File: src/rtl/run_controller_pkg.sv
// run_ctrl_pkg: shared types and helpers for the run/completion controller.
//   state_t   - controller state, fixed 3-bit encoding
//   CNT_W_DEF - default counter width
//   res_lo()  - low bit index of result word idx in a packed result bus
package run_ctrl_pkg;

   typedef enum logic [2:0] {
      HOLD    = 3'd0,
      RUN     = 3'd1,
      DRAIN   = 3'd2,
      DONE    = 3'd3,
      TIMEOUT = 3'd4
   } state_t;

   localparam int CNT_W_DEF = 16;

   function automatic int res_lo(input int idx, input int xlen);
      return idx * xlen;
   endfunction

endpackage

File: src/rtl/run_controller_if.sv
// run_controller_if: core-side signals of the run controller.
//   master - driven by the core/bench: fetch_valid, fetch_complete, pc,
//            result_in, restart; observes status outputs
//   slave  - the controller: core_reset, done, timed_out, cycle_count,
//            instr_count, last_pc, results
interface run_controller_if
   import run_ctrl_pkg::*;
#(
   parameter int XLEN        = 32,
   parameter int NUM_RESULTS = 2,
   parameter int CNT_W       = CNT_W_DEF
);
   logic                          fetch_valid;
   logic                          fetch_complete;
   logic [XLEN-1:0]               pc;
   logic [NUM_RESULTS*XLEN-1:0]   result_in;
   logic                          restart;
   logic                          core_reset;
   logic                          done;
   logic                          timed_out;
   logic [CNT_W-1:0]              cycle_count;
   logic [CNT_W-1:0]              instr_count;
   logic [XLEN-1:0]               last_pc;
   logic [NUM_RESULTS*XLEN-1:0]   results;

   modport master (
      output fetch_valid, fetch_complete, pc, result_in, restart,
      input  core_reset, done, timed_out, cycle_count, instr_count, last_pc, results
   );

   modport slave (
      input  fetch_valid, fetch_complete, pc, result_in, restart,
      output core_reset, done, timed_out, cycle_count, instr_count, last_pc, results
   );
endinterface

File: src/rtl/run_controller_sat_counter.sv
// sat_counter: W-bit up counter that sticks at all-ones.
//   clk, reset (async, active-high) - clock / clear to 0
//   clr - synchronous clear (wins over inc)
//   inc - increment enable
//   q   - count value
module sat_counter #(
   parameter int W = 16
) (
   input  logic         clk,
   input  logic         reset,
   input  logic         clr,
   input  logic         inc,
   output logic [W-1:0] q
);
   always_ff @(posedge clk or posedge reset) begin
      if (reset)                q <= '0;
      else if (clr)             q <= '0;
      else if (inc && q != '1)  q <= q + 1'b1;
   end
endmodule

File: src/rtl/run_controller.sv
// run_controller: stretches the core reset, counts run cycles and fetched
// instructions, waits for fetch_complete, drains, then snapshots results.
// A watchdog in RUN flags programs that never complete.
//   clk, reset - system clock, async active-high reset
//   bus        - run_controller_if.slave (core handshake + status outputs)
module run_controller
   import run_ctrl_pkg::*;
#(
   parameter int XLEN           = 32,
   parameter int NUM_RESULTS    = 2,
   parameter int RESET_CYCLES   = 10,
   parameter int DRAIN_CYCLES   = 10,
   parameter int TIMEOUT_CYCLES = 100,
   parameter int CNT_W          = CNT_W_DEF
) (
   input  logic               clk,
   input  logic               reset,
   run_controller_if.slave    bus
);
   state_t r_state, w_next;

   logic                        w_hold_inc, w_hold_clr, w_drain_inc, w_drain_clr;
   logic                        w_cyc_inc, w_instr_inc, w_cnt_clr, w_cap_pc, w_cap_res;
   logic [CNT_W-1:0]            w_hold_q, w_drain_q, w_cyc_q, w_instr_q;
   logic                        w_hold_last, w_drain_last, w_tmo;
   logic [XLEN-1:0]             r_last_pc;
   logic [NUM_RESULTS*XLEN-1:0] r_results;

   sat_counter #(.W(CNT_W)) u_hold_cnt (
      .clk(clk), .reset(reset), .clr(w_hold_clr | w_cnt_clr), .inc(w_hold_inc), .q(w_hold_q));
   // Separate drain timer keeps cycle_count a pure RUN+DRAIN total.
   sat_counter #(.W(CNT_W)) u_drain_cnt (
      .clk(clk), .reset(reset), .clr(w_drain_clr | w_cnt_clr), .inc(w_drain_inc), .q(w_drain_q));
   sat_counter #(.W(CNT_W)) u_cycle_cnt (
      .clk(clk), .reset(reset), .clr(w_cnt_clr), .inc(w_cyc_inc), .q(w_cyc_q));
   sat_counter #(.W(CNT_W)) u_instr_cnt (
      .clk(clk), .reset(reset), .clr(w_cnt_clr), .inc(w_instr_inc), .q(w_instr_q));

   assign w_hold_last  = (w_hold_q == CNT_W'(RESET_CYCLES - 1));
   // With no drain window the DRAIN state is never entered.
   assign w_drain_last = (DRAIN_CYCLES == 0) || (w_drain_q == CNT_W'(DRAIN_CYCLES - 1));
   assign w_tmo        = (w_cyc_q == CNT_W'(TIMEOUT_CYCLES - 1));

   always_ff @(posedge clk or posedge reset) begin
      if (reset) r_state <= HOLD;
      else       r_state <= w_next;
   end

   always_comb begin
      w_next      = r_state;
      w_hold_inc  = 1'b0;
      w_hold_clr  = 1'b0;
      w_drain_inc = 1'b0;
      w_drain_clr = 1'b0;
      w_cyc_inc   = 1'b0;
      w_instr_inc = 1'b0;
      w_cnt_clr   = 1'b0;
      w_cap_pc    = 1'b0;
      w_cap_res   = 1'b0;
      case (r_state)
         HOLD: begin
            w_hold_inc = 1'b1;
            if (w_hold_last) begin
               w_next     = RUN;
               w_hold_clr = 1'b1;
            end
         end
         RUN: begin
            w_cyc_inc   = 1'b1;
            w_instr_inc = bus.fetch_valid;
            // Completion beats the watchdog on the same edge.
            if (bus.fetch_complete) begin
               w_cap_pc = 1'b1;
               if (DRAIN_CYCLES == 0) begin
                  w_next    = DONE;
                  w_cap_res = 1'b1;
               end else begin
                  w_next = DRAIN;
               end
            end else if (w_tmo) begin
               w_cap_pc = 1'b1;
               w_next   = TIMEOUT;
            end
         end
         DRAIN: begin
            w_cyc_inc   = 1'b1;
            w_drain_inc = 1'b1;
            if (w_drain_last) begin
               w_next      = DONE;
               w_cap_res   = 1'b1;
               w_drain_clr = 1'b1;
            end
         end
         DONE, TIMEOUT: begin
            if (bus.restart) begin
               w_next    = HOLD;
               w_cnt_clr = 1'b1;
            end
         end
         default: w_next = HOLD;
      endcase
   end

   always_ff @(posedge clk or posedge reset) begin
      if (reset) begin
         r_last_pc <= '0;
         r_results <= '0;
      end else if (w_cnt_clr) begin
         r_last_pc <= '0;
         r_results <= '0;
      end else begin
         if (w_cap_pc) r_last_pc <= bus.pc;
         if (w_cap_res) begin
            for (int i = 0; i < NUM_RESULTS; i++)
               r_results[res_lo(i, XLEN) +: XLEN] <= bus.result_in[res_lo(i, XLEN) +: XLEN];
         end
      end
   end

   assign bus.core_reset  = (r_state == HOLD);
   assign bus.done        = (r_state == DONE);
   assign bus.timed_out   = (r_state == TIMEOUT);
   assign bus.cycle_count = w_cyc_q;
   assign bus.instr_count = w_instr_q;
   assign bus.last_pc     = r_last_pc;
   assign bus.results     = r_results;
endmodule

File: src/flat_wrapper.sv
// flat-port wrapper written by rule: the top's interface ports become plain ports
module run_controller_flat import run_ctrl_pkg::*;
#(
   parameter int XLEN           = 32,
   parameter int NUM_RESULTS    = 2,
   parameter int RESET_CYCLES   = 10,
   parameter int DRAIN_CYCLES   = 10,
   parameter int TIMEOUT_CYCLES = 100,
   parameter int CNT_W          = CNT_W_DEF
)
  (clk, reset, bus_fetch_valid, bus_fetch_complete, bus_pc, bus_result_in, bus_restart, bus_core_reset, bus_done, bus_timed_out, bus_cycle_count, bus_instr_count, bus_last_pc, bus_results);
  run_controller_if #(.XLEN(XLEN), .NUM_RESULTS(NUM_RESULTS), .CNT_W(CNT_W)) bus_i ();
  input  logic clk;
  input  logic reset;
  input wire logic [$bits(bus_i.fetch_valid)-1:0] bus_fetch_valid;
  input wire logic [$bits(bus_i.fetch_complete)-1:0] bus_fetch_complete;
  input wire logic [$bits(bus_i.pc)-1:0] bus_pc;
  input wire logic [$bits(bus_i.result_in)-1:0] bus_result_in;
  input wire logic [$bits(bus_i.restart)-1:0] bus_restart;
  output wire logic [$bits(bus_i.core_reset)-1:0] bus_core_reset;
  output wire logic [$bits(bus_i.done)-1:0] bus_done;
  output wire logic [$bits(bus_i.timed_out)-1:0] bus_timed_out;
  output wire logic [$bits(bus_i.cycle_count)-1:0] bus_cycle_count;
  output wire logic [$bits(bus_i.instr_count)-1:0] bus_instr_count;
  output wire logic [$bits(bus_i.last_pc)-1:0] bus_last_pc;
  output wire logic [$bits(bus_i.results)-1:0] bus_results;
  assign bus_i.fetch_valid = bus_fetch_valid;
  assign bus_i.fetch_complete = bus_fetch_complete;
  assign bus_i.pc = bus_pc;
  assign bus_i.result_in = bus_result_in;
  assign bus_i.restart = bus_restart;
  assign bus_core_reset = bus_i.core_reset;
  assign bus_done = bus_i.done;
  assign bus_timed_out = bus_i.timed_out;
  assign bus_cycle_count = bus_i.cycle_count;
  assign bus_instr_count = bus_i.instr_count;
  assign bus_last_pc = bus_i.last_pc;
  assign bus_results = bus_i.results;
  run_controller #(.XLEN(XLEN), .NUM_RESULTS(NUM_RESULTS), .RESET_CYCLES(RESET_CYCLES), .DRAIN_CYCLES(DRAIN_CYCLES), .TIMEOUT_CYCLES(TIMEOUT_CYCLES), .CNT_W(CNT_W)) u_core (.clk(clk), .reset(reset), .bus(bus_i));
endmodule
File: config.mk
export PLATFORM = sky130hd
export DESIGN_NAME = run_controller_flat
export DESIGN_NICKNAME = d
export VERILOG_FILES = /design/src/rtl/run_controller_pkg.sv /design/src/rtl/run_controller_if.sv /design/src/rtl/run_controller_sat_counter.sv /design/src/rtl/run_controller.sv /design/src/flat_wrapper.sv
export SDC_FILE = /design/constraint.sdc
export NUM_CORES = 1
export LEC_CHECK = 0
export CAP_MARGIN = 10
export CELL_PAD_IN_SITES_DETAIL_PLACEMENT = 1
export CELL_PAD_IN_SITES_GLOBAL_PLACEMENT = 1
export CORE_MARGIN = 1
export CORE_UTILIZATION = 32
export CTS_CLUSTER_DIAMETER = 120
export DETAILED_ROUTE_END_ITERATION = 8
export PLACE_DENSITY = 0.75
export RECOVER_POWER = 25
export SLEW_MARGIN = 40
export SYNTH_ARGS = -nofsm -noshare
export SYNTH_HDL_FRONTEND = slang
export SYNTH_HIERARCHICAL = 1
export SYNTH_SLANG_ARGS = --single-unit
File: constraint.sdc
create_clock -name clk -period 2.6 [get_ports clk]
set_input_delay 0.26 -clock clk [delete_from_list [all_inputs] [get_ports clk]]
set_output_delay 0.26 -clock clk [all_outputs]
set_load 0.02 [all_outputs]
After elaboration in Yosys (flattened, before gate mapping)
Cells that the tools add are included.
{"block": "totals", "out_inout_bits": 131, "reg_bits": 163, "input_bits": 101, "word_cells": 73}
{"block": "op_classes", "eq_ne": 15, "n_addsub": 4, "reduce_logical": 14, "bitwise_logic": 2, "n_mux": 31}
{"operator": "$mux 16", "count": 8}
{"operator": "$mux 64", "count": 2}
{"operator": "$add 16x1->16 const B", "count": 4}
{"operator": "$mux 32", "count": 2}
{"operator": "$ne 16x16->1 const B", "count": 4}
{"operator": "$eq 16x4->1 const B", "count": 2}
{"operator": "$eq 16x7->1 const B", "count": 1}
{"operator": "$mux 3", "count": 5}
{"operator": "$mux 1", "count": 13}
{"operator": "$pmux 3 s4", "count": 1}
{"operator": "$reduce_bool 2->1", "count": 6}
{"operator": "$eq 3x2->1 const B", "count": 2}
{"operator": "$logic_and 1x1->1", "count": 4}
{"operator": "$ne 2x1->1 const B", "count": 2}
{"operator": "$reduce_and 4->1", "count": 1}
{"operator": "$reduce_or 2->1", "count": 2}
{"operator": "$eq 3x1->1 const B", "count": 1}
{"operator": "$eq 3x3->1 const B", "count": 1}
{"operator": "$logic_not 3->1", "count": 1}
{"operator": "$ne 3x2->1 const B", "count": 1}
{"operator": "$ne 2x2->1 const B", "count": 1}
{"operator": "$or 1x1->1", "count": 2}

Depth between registers and ports, before layout
Gate-level depths: netlist (run 1).
{"block": "logic_depth", "depth_word": 6, "mapped_depth": 9, "ltp_nobuf": 7}

Cells and area by module
Netlist (run 1), hierarchy kept.
{"mod": "run_controller", "cells_per_inst": 461, "area_each_um2": 4141.5, "n_inst": 1}
{"mod": "sat_counter", "cells_per_inst": 101, "area_each_um2": 932.1, "n_inst": 4}

Least setup slack after synthesis (run 1)
OpenSTA, ideal clock, no wires.
{"block": "synth_timing", "path_type": "register to register", "startpoint": "register u_core.r_state[0]", "endpoint": "register u_core.u_hold_cnt.q[13]", "arrival_ns": 2.448, "path_slack_ns": 0.074, "path_stages_with_launch": 7, "setup_time_ns": 0.078, "t_required_ns": 2.522, "path_cell_list": "dfrtp_1 nor3_1 clkbuf_2 nand3_1 or4_4 or4_1 a21oi_1"}
{"element": "start: declaration", "line_no": "run_controller.sv:20", "rtl": "state_t r_state, w_next;"}
{"element": "start signal: assignment", "line_no": "run_controller.sv:46", "rtl": "else r_state <= w_next;"}
{"element": "$logic_not 3->1 *"}
{"element": "net bus_core_reset", "line_no": "flat_wrapper.sv:20", "rtl": "output wire logic [$bits(bus_i.core_reset)-1:0] bus_core_reset;"}
{"element": "$mux 1", "line_no": "run_controller.sv:60", "rtl": "case (r_state)"}
{"element": "$or 1x1->1 / $logic_and 1x1->1 (equally long branches)", "line_no": "run_controller.sv:30, run_controller_sat_counter.sv:18"}
{"element": "$mux 16 / $reduce_bool 2->1 (equally long branches)"}
{"element": "end signal: assignment", "line_no": "run_controller_sat_counter.sv:18", "rtl": "else if (inc && q != '1) q <= q + 1'b1;"}
{"element": "end: declaration", "line_no": "run_controller_sat_counter.sv:13", "rtl": "output logic [W-1:0] q"}
The timed path passes the listed nets; every way through them passes the cells marked *.
A chain may end at the register's enable or synchronous reset.

Final worst setup path (run 1)
{"block": "layout_timing", "startpoint": "register u_core.r_state[2]", "endpoint": "register u_core.u_instr_cnt.q[13]"}
{"block": "layout_via", "elab_chain_len": 4}
{"element": "$eq 3x1->1", "line_no": "run_controller.sv:60"}
{"element": "$mux 1", "line_no": "run_controller.sv:60"}
{"element": "net u_core.w_instr_inc", "line_no": "run_controller.sv:23", "rtl": "logic w_cyc_inc, w_instr_inc, w_cnt_clr, w_cap_pc, w_cap_res;"}
{"element": "$logic_and 1x1->1", "line_no": "run_controller_sat_counter.sv:18"}
{"element": "$reduce_bool 2->1 (no line)"}
{"element": "end signal: assignment", "line_no": "run_controller_sat_counter.sv:18"}
{"element": "end: declaration", "line_no": "run_controller_sat_counter.sv:13"}
The timed path passes the listed nets, and every way through them passes these cells.

==> reports/results.txt, run 1 <==
TritonCTS clock tree: yes
Count of final setup violators: 0
Post-CTS setup buffers: 0
Die Y-Extent: 159 um
Number of core rows: 57
R2r setup slk: 0.14 ns
WS Path Type: flop to flop
Max-cap violations: 0
Sequential area share after synthesis: 51.8%
# clock sinks: 163
Total grt overflow: 0
Mapped Cells: 865
Via/cell ratio: 5.19
Final cycle utilization of the critical path: 94.4%
DRT iter0 DRCs: 260
Critical-path cell list: or3b_4, nor2_1, nand3_1, or4_4, or4_1, a21oi_1
Xor/xnor share of the synthesized area: 0%
I/O pin cnt: 232
Worst-margin pin slew: 1.06 ns
Final GP Congestion: 0.799
Antenna cells: 0
Drc violations: 0
Largest delay share family, worst path: simple AND/OR/NAND/NOR gates
Max incr delay on CP: 0.50 ns
Chip width: 159 um
DP HPWL: 17900 um
Post-route ant nets: 0
Detailed-router iteration count before antenna repair: 4
Root Buffer: clkbuf_16
Max-slew violations: 0
Layout cells sized above 1: 8.31%
Clock latency at the later pin of the worst-skew pair: 0.43 ns
Synth Area in Compound Gates: 14.4%
Register bit total from synthesis: 163
CP max FO: 7
Synth Area in Simple Gates: 26.8%
Adder-Cell Fraction of Synth Area: 0.636%
DP Area: 10600 sq um
Synth top area share: 51.8%
Antenna violations before repair: 0
H-tree lvl count: 4
Die footprint: 25200 sq um
Most frequent cell after synthesis: nand2_1
Detailed-route via count: 7423
Fin Clk Skew: 0.0187 ns
CTS Hold Bufs: 0
Buf/Inv on CP: 0
Number of global-route vias before repair: 7947
Main synth FF type: dfrtp_1
Setup crit end kind: flop
Post-route cell area: 11200 sq um
Area leader, netlist: dfrtp_1
Post-synth EDFFs: 0
CP Launch Type: flop
Syn Area/Cell: 9.10 sq um
First-pass GRT wire length: 42100 um
Net Count, Synth: 970
Top cells by count, synth: 220 x nand2_1, 163 x dfrtp_1, 115 x o21ai_0, 48 x a21oi_1, 28 x nand3_1
Final Hold Violating Endpoints: 0
Nets: 1199
Min Hold Slack: 0.369 ns
Max clock buf depth: 2
Dpl ws: 0.0908 ns
Initial core utilization: 32.5%
Largest family of logic cells by synthesized area: simple AND/OR/NAND/NOR gates
P_leak: 4.42 nW
Core area: 24200 sq um
DRT Wirelength: 25400 um
Tot GR Track Use: 20.8%
Top cells by area, synth: dfrtp_1 52%, nand2_1 10%, o21ai_0 7.3%
Tot Pwr: 9.22 mW
Setup Total Neg Slack: 0 ns
Slew HR: 29.6%
Area of the mapped netlist: 7870 sq um
RSZ-0062 raised after global routing: no
Area Overhead vs Synth: 42.3%
Worst EP required: 2.95 ns
Clock transition at the registers of the reported paths: 0.07 ns
Post-synth ARST share: 100%
Multiplexer share of the synthesized area: 2.08%
Min-Delay Path Class: input port to flop
Status: complete, no violations
I/O Buffers: 231
Yosys warning total: 6
P per Cell Area: 824 nW/um^2
Filler Cells Inserted: 2795
Post-synth cell types: 40
Setup ws final: 0.145 ns
WL/cell: 17.7 um
Num CTS Buffers: 17
Fmax: 0.407 GHz
VDD IR max: 0.000394 V
Data arrival, critical path: 2.80 ns
Largest net degree at the start of global routing: 65
Crit path time final: 2.46 ns
CP max stage cell: or4_4
==> timing repair <==
item,CTS,global route
gates resized for setup,0,1
setup endpoints to repair,0,3
hold endpoints to repair,0,0
==> cell usage in the layout, fill, tap and decap left out, types with 8 or more instances in the layout <==
cell / n
inv_1: 16
o21ai_0: 114
nand4_1: 19
or3_1: 24
mux2_2: 11
nor3_1: 17
nor2_1: 17
clkdlybuf4s50_1: 230
nand2_1: 220
nand2b_1: 8
nor2b_1: 12
or4_1: 24
nor4_1: 18
a21oi_1: 48
dfrtp_1: 163
nand3_1: 28
buf_4: 20
clkbuf_16: 17
o41ai_1: 8
o31ai_1: 20
==> where the power goes <==
| part | internal, mW | total, mW | switching, mW |
|---|---|---|---|
| clock network | 1.54 | 2.68 | 1.14 |
| logic | 1.37 | 3.13 | 1.77 |
| registers | 2.95 | 3.41 | 0.457 |
| total | 5.86 | 9.22 | 3.36 |
==> worst register-to-register path: cells and delay by family, from the launching register on <==
kind,cells,cell delay [ns]
AND/OR/NAND/NOR,5,1.77
flip-flops,1,0.46
AO/OA/AOI/OAI,1,0.15
==> worst paths after layout <==
path | startpoint | endpoint | cells after the start
setup / recovery | u_core/r_state[2]$_DFFE_PP0P_ | u_core/u_instr_cnt/q[13]$_DFFE_PP0P_ | 6
hold / removal | bus_pc[4] | u_core/bus.last_pc[4]$_DFFE_PP0P_ | 3
setup reg to reg | u_core/r_state[2]$_DFFE_PP0P_ | u_core/u_instr_cnt/q[13]$_DFFE_PP0P_ | 6
hold reg to reg | u_core/bus.last_pc[5]$_DFFE_PP0P_ | u_core/bus.last_pc[5]$_DFFE_PP0P_ | 2
max in group asynchronous | reset | u_core/bus.results[35]$_DFFE_PP0P_ | 3
min in group asynchronous | reset | u_core/u_cycle_cnt/q[9]$_DFFE_PP0P_ | 2
==> layout make-up <==
class	count	area, sq um	share of cell area (%)
timing repair buffer	257	2550	22.8
inverter	17	65.1	0.581
multi-input combinational	638	3480	31.1
clock inverter	15	191	1.71
sequential	163	4080	36.4
clock buffer	17	425	3.80
tap	324	405	3.62
==> state kept, by name (all words and copies together) (netlist names) <==
register	flops
u_core/u_hold_cnt/q	16
u_core/bus.last_pc	32
u_core/u_drain_cnt/q	16
u_core/u_instr_cnt/q	16
u_core/bus.results	64
u_core/r_state	3
u_core/u_cycle_cnt/q	16
==> per-layer routing <==
layer / track usage [%] / wire length (um) / share of wire, %
met1: 24.8 / 10800 / 42
met2: 35.5 / 12400 / 49
met3: 6.82 / 1800 / 7.1
met4: 5.87 / 393 / 1.5
met5: 0 / 0 / 0
==> cell families after synthesis <==
logic type | Yosys count
adder cells (fa/ha/maj) | 4
AO/OA/AOI/OAI | 203
buffers and inverters | 64
flip-flops | 163
AND/OR/NAND/NOR | 416
multiplexers | 15
==> metrics by stage <==
step	utilization, %	cells
floorplan	-	865
global placement	43.7	1399
detailed placement	43.7	1399
CTS	46.3	1431
global route	46.2	1431
finish	46.2	1431
No activity file was read; power rests on OpenSTA's default activity.
==> inputs of run 2 (changes only) <==
--- a/config.mk
+++ b/config.mk
@@ -12,10 +12,9 @@
 export CORE_UTILIZATION = 32
 export CTS_CLUSTER_DIAMETER = 120
 export DETAILED_ROUTE_END_ITERATION = 8
-export PLACE_DENSITY = 0.75
+export PLACE_DENSITY = 0.76
 export RECOVER_POWER = 25
 export SLEW_MARGIN = 40
 export SYNTH_ARGS = -nofsm -noshare
 export SYNTH_HDL_FRONTEND = slang
-export SYNTH_HIERARCHICAL = 1
 export SYNTH_SLANG_ARGS = --single-unit
==> run 2 against run 1 <==
The flow now finishes with violations (max-capacitance violations, max-slew violations). Area after synthesis down 3.4%. Non-clock buffer count shrank 11. Routed wire length decreased by 8.3%. Clock-buffer cell count stayed put. Die area down 3.4%. Sequential power is 2% lower. Register-to-register slack improved by 0.18 ns. Critical path type is now flop to primary output. Sequential cell count is the same. Clock skew down 0.0020 ns. Combinational power is 3% lower. Largest cell class unchanged. First-iteration DRC count is 6.2% lower. Hold slack better by 0.0073 ns.
==> reports/results.txt, run 2 <==
Status: finished, violations left
Yosys warning total: 0
Register bit total from synthesis: 163
Max-cap violations: 1
Filler Cells Inserted: 2742
WL/cell: 16.8 um
Final GP Congestion: 0.780
Setup Total Neg Slack: 0 ns
Failing checks: max-capacitance violations, max-slew violations
Net Count, Synth: 936
Cell Count, Final, Fillers Out: 1381
DP Area: 10300 sq um
Synth Area in Simple Gates: 25.6%
Largest register FFs: 64
Die footprint: 24400 sq um
Root Buffer: clkbuf_16
DRT iter0 DRCs: 244
Post-synth EDFFs: 0
Nets: 1157
Max incr delay on CP: 0.63 ns
Buf/Inv on CP: 2
First-pass GRT wire length: 37500 um
Synth top area share: 53.7%
Syn Area/Cell: 9.17 sq um
Post-CTS setup buffers: 0
Max clock buf depth: 2
Total grt overflow: 0
Synth Area in Compound Gates: 10.4%
VDD IR max: 0.000377 V
Top cells by count, synth: 224 x nand2_1, 163 x dfrtp_1, 110 x o21ai_0, 58 x nor2_1, 30 x xnor2_1
Number of global-route vias before repair: 7019
Most frequent cells in the layout: 230 x clkdlybuf4s50_1, 224 x nand2_1, 163 x dfrtp_1
Worst-margin pin slew: 1.81 ns
Placed Cells incl. Taps: 1350
Largest net degree at the start of global routing: 129
Final cycle utilization of the critical path: 96.2%
Critical-path cell list: or3_1, inv_2, clkdlybuf4s50_1
Post-synth ARST share: 100%
Initial core utilization: 32.5%
Worst EP required: 2.34 ns
Area leader, netlist: dfrtp_1
Crit path time final: 2.50 ns
Post-route cell area: 10900 sq um
Adder-Cell Fraction of Synth Area: 0.988%
Fmax: 0.400 GHz
Max-slew violations: 127
Post-CTS sizing: 0
Clock transition at the registers of the reported paths: 0.07 ns
Post-synth cell types: 57
Sequential area share after synthesis: 53.7%
DP HPWL: 16200 um
Detailed-route via count: 6766
Xor/xnor share of the synthesized area: 4.03%
Core area: 23400 sq um
RSZ-0062 raised after global routing: no
DRT Wirelength: 23300 um
Num CTS Buffers: 17
Tot GR Track Use: 19.7%
Antenna cells: 0
Setup crit end kind: primary output
Post-route ant nets: 0
Detailed-router iteration count before antenna repair: 4
Layout cells sized above 1: 6.78%
Fin Clk Skew: 0.0168 ns
Area Overhead vs Synth: 43.0%
Area of the mapped netlist: 7600 sq um
Mapped Cells: 829
Number of core rows: 56
Largest delay share family, worst path: buffers and inverters
Clock latency at the later pin of the worst-skew pair: 0.43 ns
CP max stage cell: clkdlybuf4s50_1
TritonCTS clock tree: yes
Main synth FF type: dfrtp_1
CP Launch Type: flop
H-tree lvl count: 4
# clock sinks: 163
Slew HR: -20.5%
P per Cell Area: 828 nW/um^2
Count of final setup violators: 0
Most frequent cell after synthesis: nand2_1
Most common cell after layout, fill and taps aside: clkdlybuf4s50_1
P_leak: 4.49 nW
Min-Delay Path Class: input port to flop
Top cells by area, synth: dfrtp_1 54%, nand2_1 11%, o21ai_0 7.2%
CP max FO: 10
Drc violations: 0
WS Path Type: flop to primary output
Min Hold Slack: 0.376 ns
I/O Buffers: 231
Final Hold Violating Endpoints: 0
Data arrival, critical path: 2.24 ns
Via/cell ratio: 4.90
I/O pin cnt: 232
Chip width: 156 um
Largest family of logic cells by synthesized area: simple AND/OR/NAND/NOR gates
Die Y-Extent: 156 um
CTS Hold Bufs: 0
Antenna violations before repair: 0
Multiplexer share of the synthesized area: 2.14%
[run 2: changes by cell type in the layout (fill, tap and decap cells not counted), moves of 10 or more]
| cell | previous run | this run |
|---|---|---|
| nor2_1 | 17 | 57 |
| xnor2_1 | 0 | 30 |
| or4_1 | 24 | 0 |
| and3_1 | 0 | 12 |
| buf_4 | 20 | 10 |
| or3_1 | 24 | 5 |
| o31ai_1 | 20 | 2 |
| nor2b_1 | 12 | 2 |
| a21oi_1 | 48 | 5 |
[run 2: path summary, 6_finish.rpt]
path	end	depth (start not counted)	start	slack, ns
min	u_core.bus.last_pc[29]$_DFFE_PP0P_	3	bus_pc[29]	0.38
max	bus_core_reset	3	u_core.r_state[0]$_DFFE_PP0P_	0.1
min in group asynchronous	u_core.bus.results[34]$_DFFE_PP0P_	3	reset	0.62
min reg2reg	u_core.bus.results[49]$_DFFE_PP0P_	2	u_core.bus.results[49]$_DFFE_PP0P_	0.53
max in group asynchronous	u_core.bus.results[51]$_DFFE_PP0P_	3	reset	0.49
max reg2reg	u_core.u_cycle_cnt.q[12]$_DFFE_PP0P_	5	u_core.r_state[0]$_DFFE_PP0P_	0.32
[run 2: cell type report]
cell class | instances | area, sq um | share of cell area [%]
clock buffers | 17 | 425 | 3.91
well taps | 319 | 399 | 3.67
multi-input cells | 613 | 3300 | 30.4
clock inverters | 14 | 165 | 1.52
flip-flops and latches | 163 | 4080 | 37.5
repair buffers | 246 | 2460 | 22.6
inverters | 9 | 35.0 | 0.322
[run 2: routing by layer]
metal | track usage (%) | share of wire [%]
met5 | 0 | 0
met4 | 6.54 | 1.8
met3 | 5.28 | 5.3
met2 | 33.0 | 49
met1 | 24.4 | 44
[run 2: cells by family after synthesis]
logic type,after synthesis
and+or+nand+nor,416
DFF,163
AOI/OAI and AO/OA,141
buffers and inverters,53
xor gates and xnor gates,35
adders and majority gates,6
muxes,15
[run 2: through the flow]
stage          utilization, %  worst slack (ns)  total power, mW
3_5_place_dp             44.0             0.328             6.49
6_report                 46.4            0.0983             9.00
3_3_place_gp             44.0             0.489             6.39
5_1_grt                  46.4            0.0110             9.54
4_1_cts                  46.5            0.0777             9.13
2_1_floorplan               -             0.269             5.06
[run 2: where the power goes]
part           internal [mW]  switching [mW]
registers               2.95           0.403
logic                   1.31            1.74
clock network           1.45            1.14
[run 2: worst reg2reg max path: cells and delay by family, from the launching register on]
family,cells,cell delay [ns]
flip-flops,1,0.50
AO/OA/AOI/OAI,1,0.41
AND/OR/NAND/NOR,4,1.25
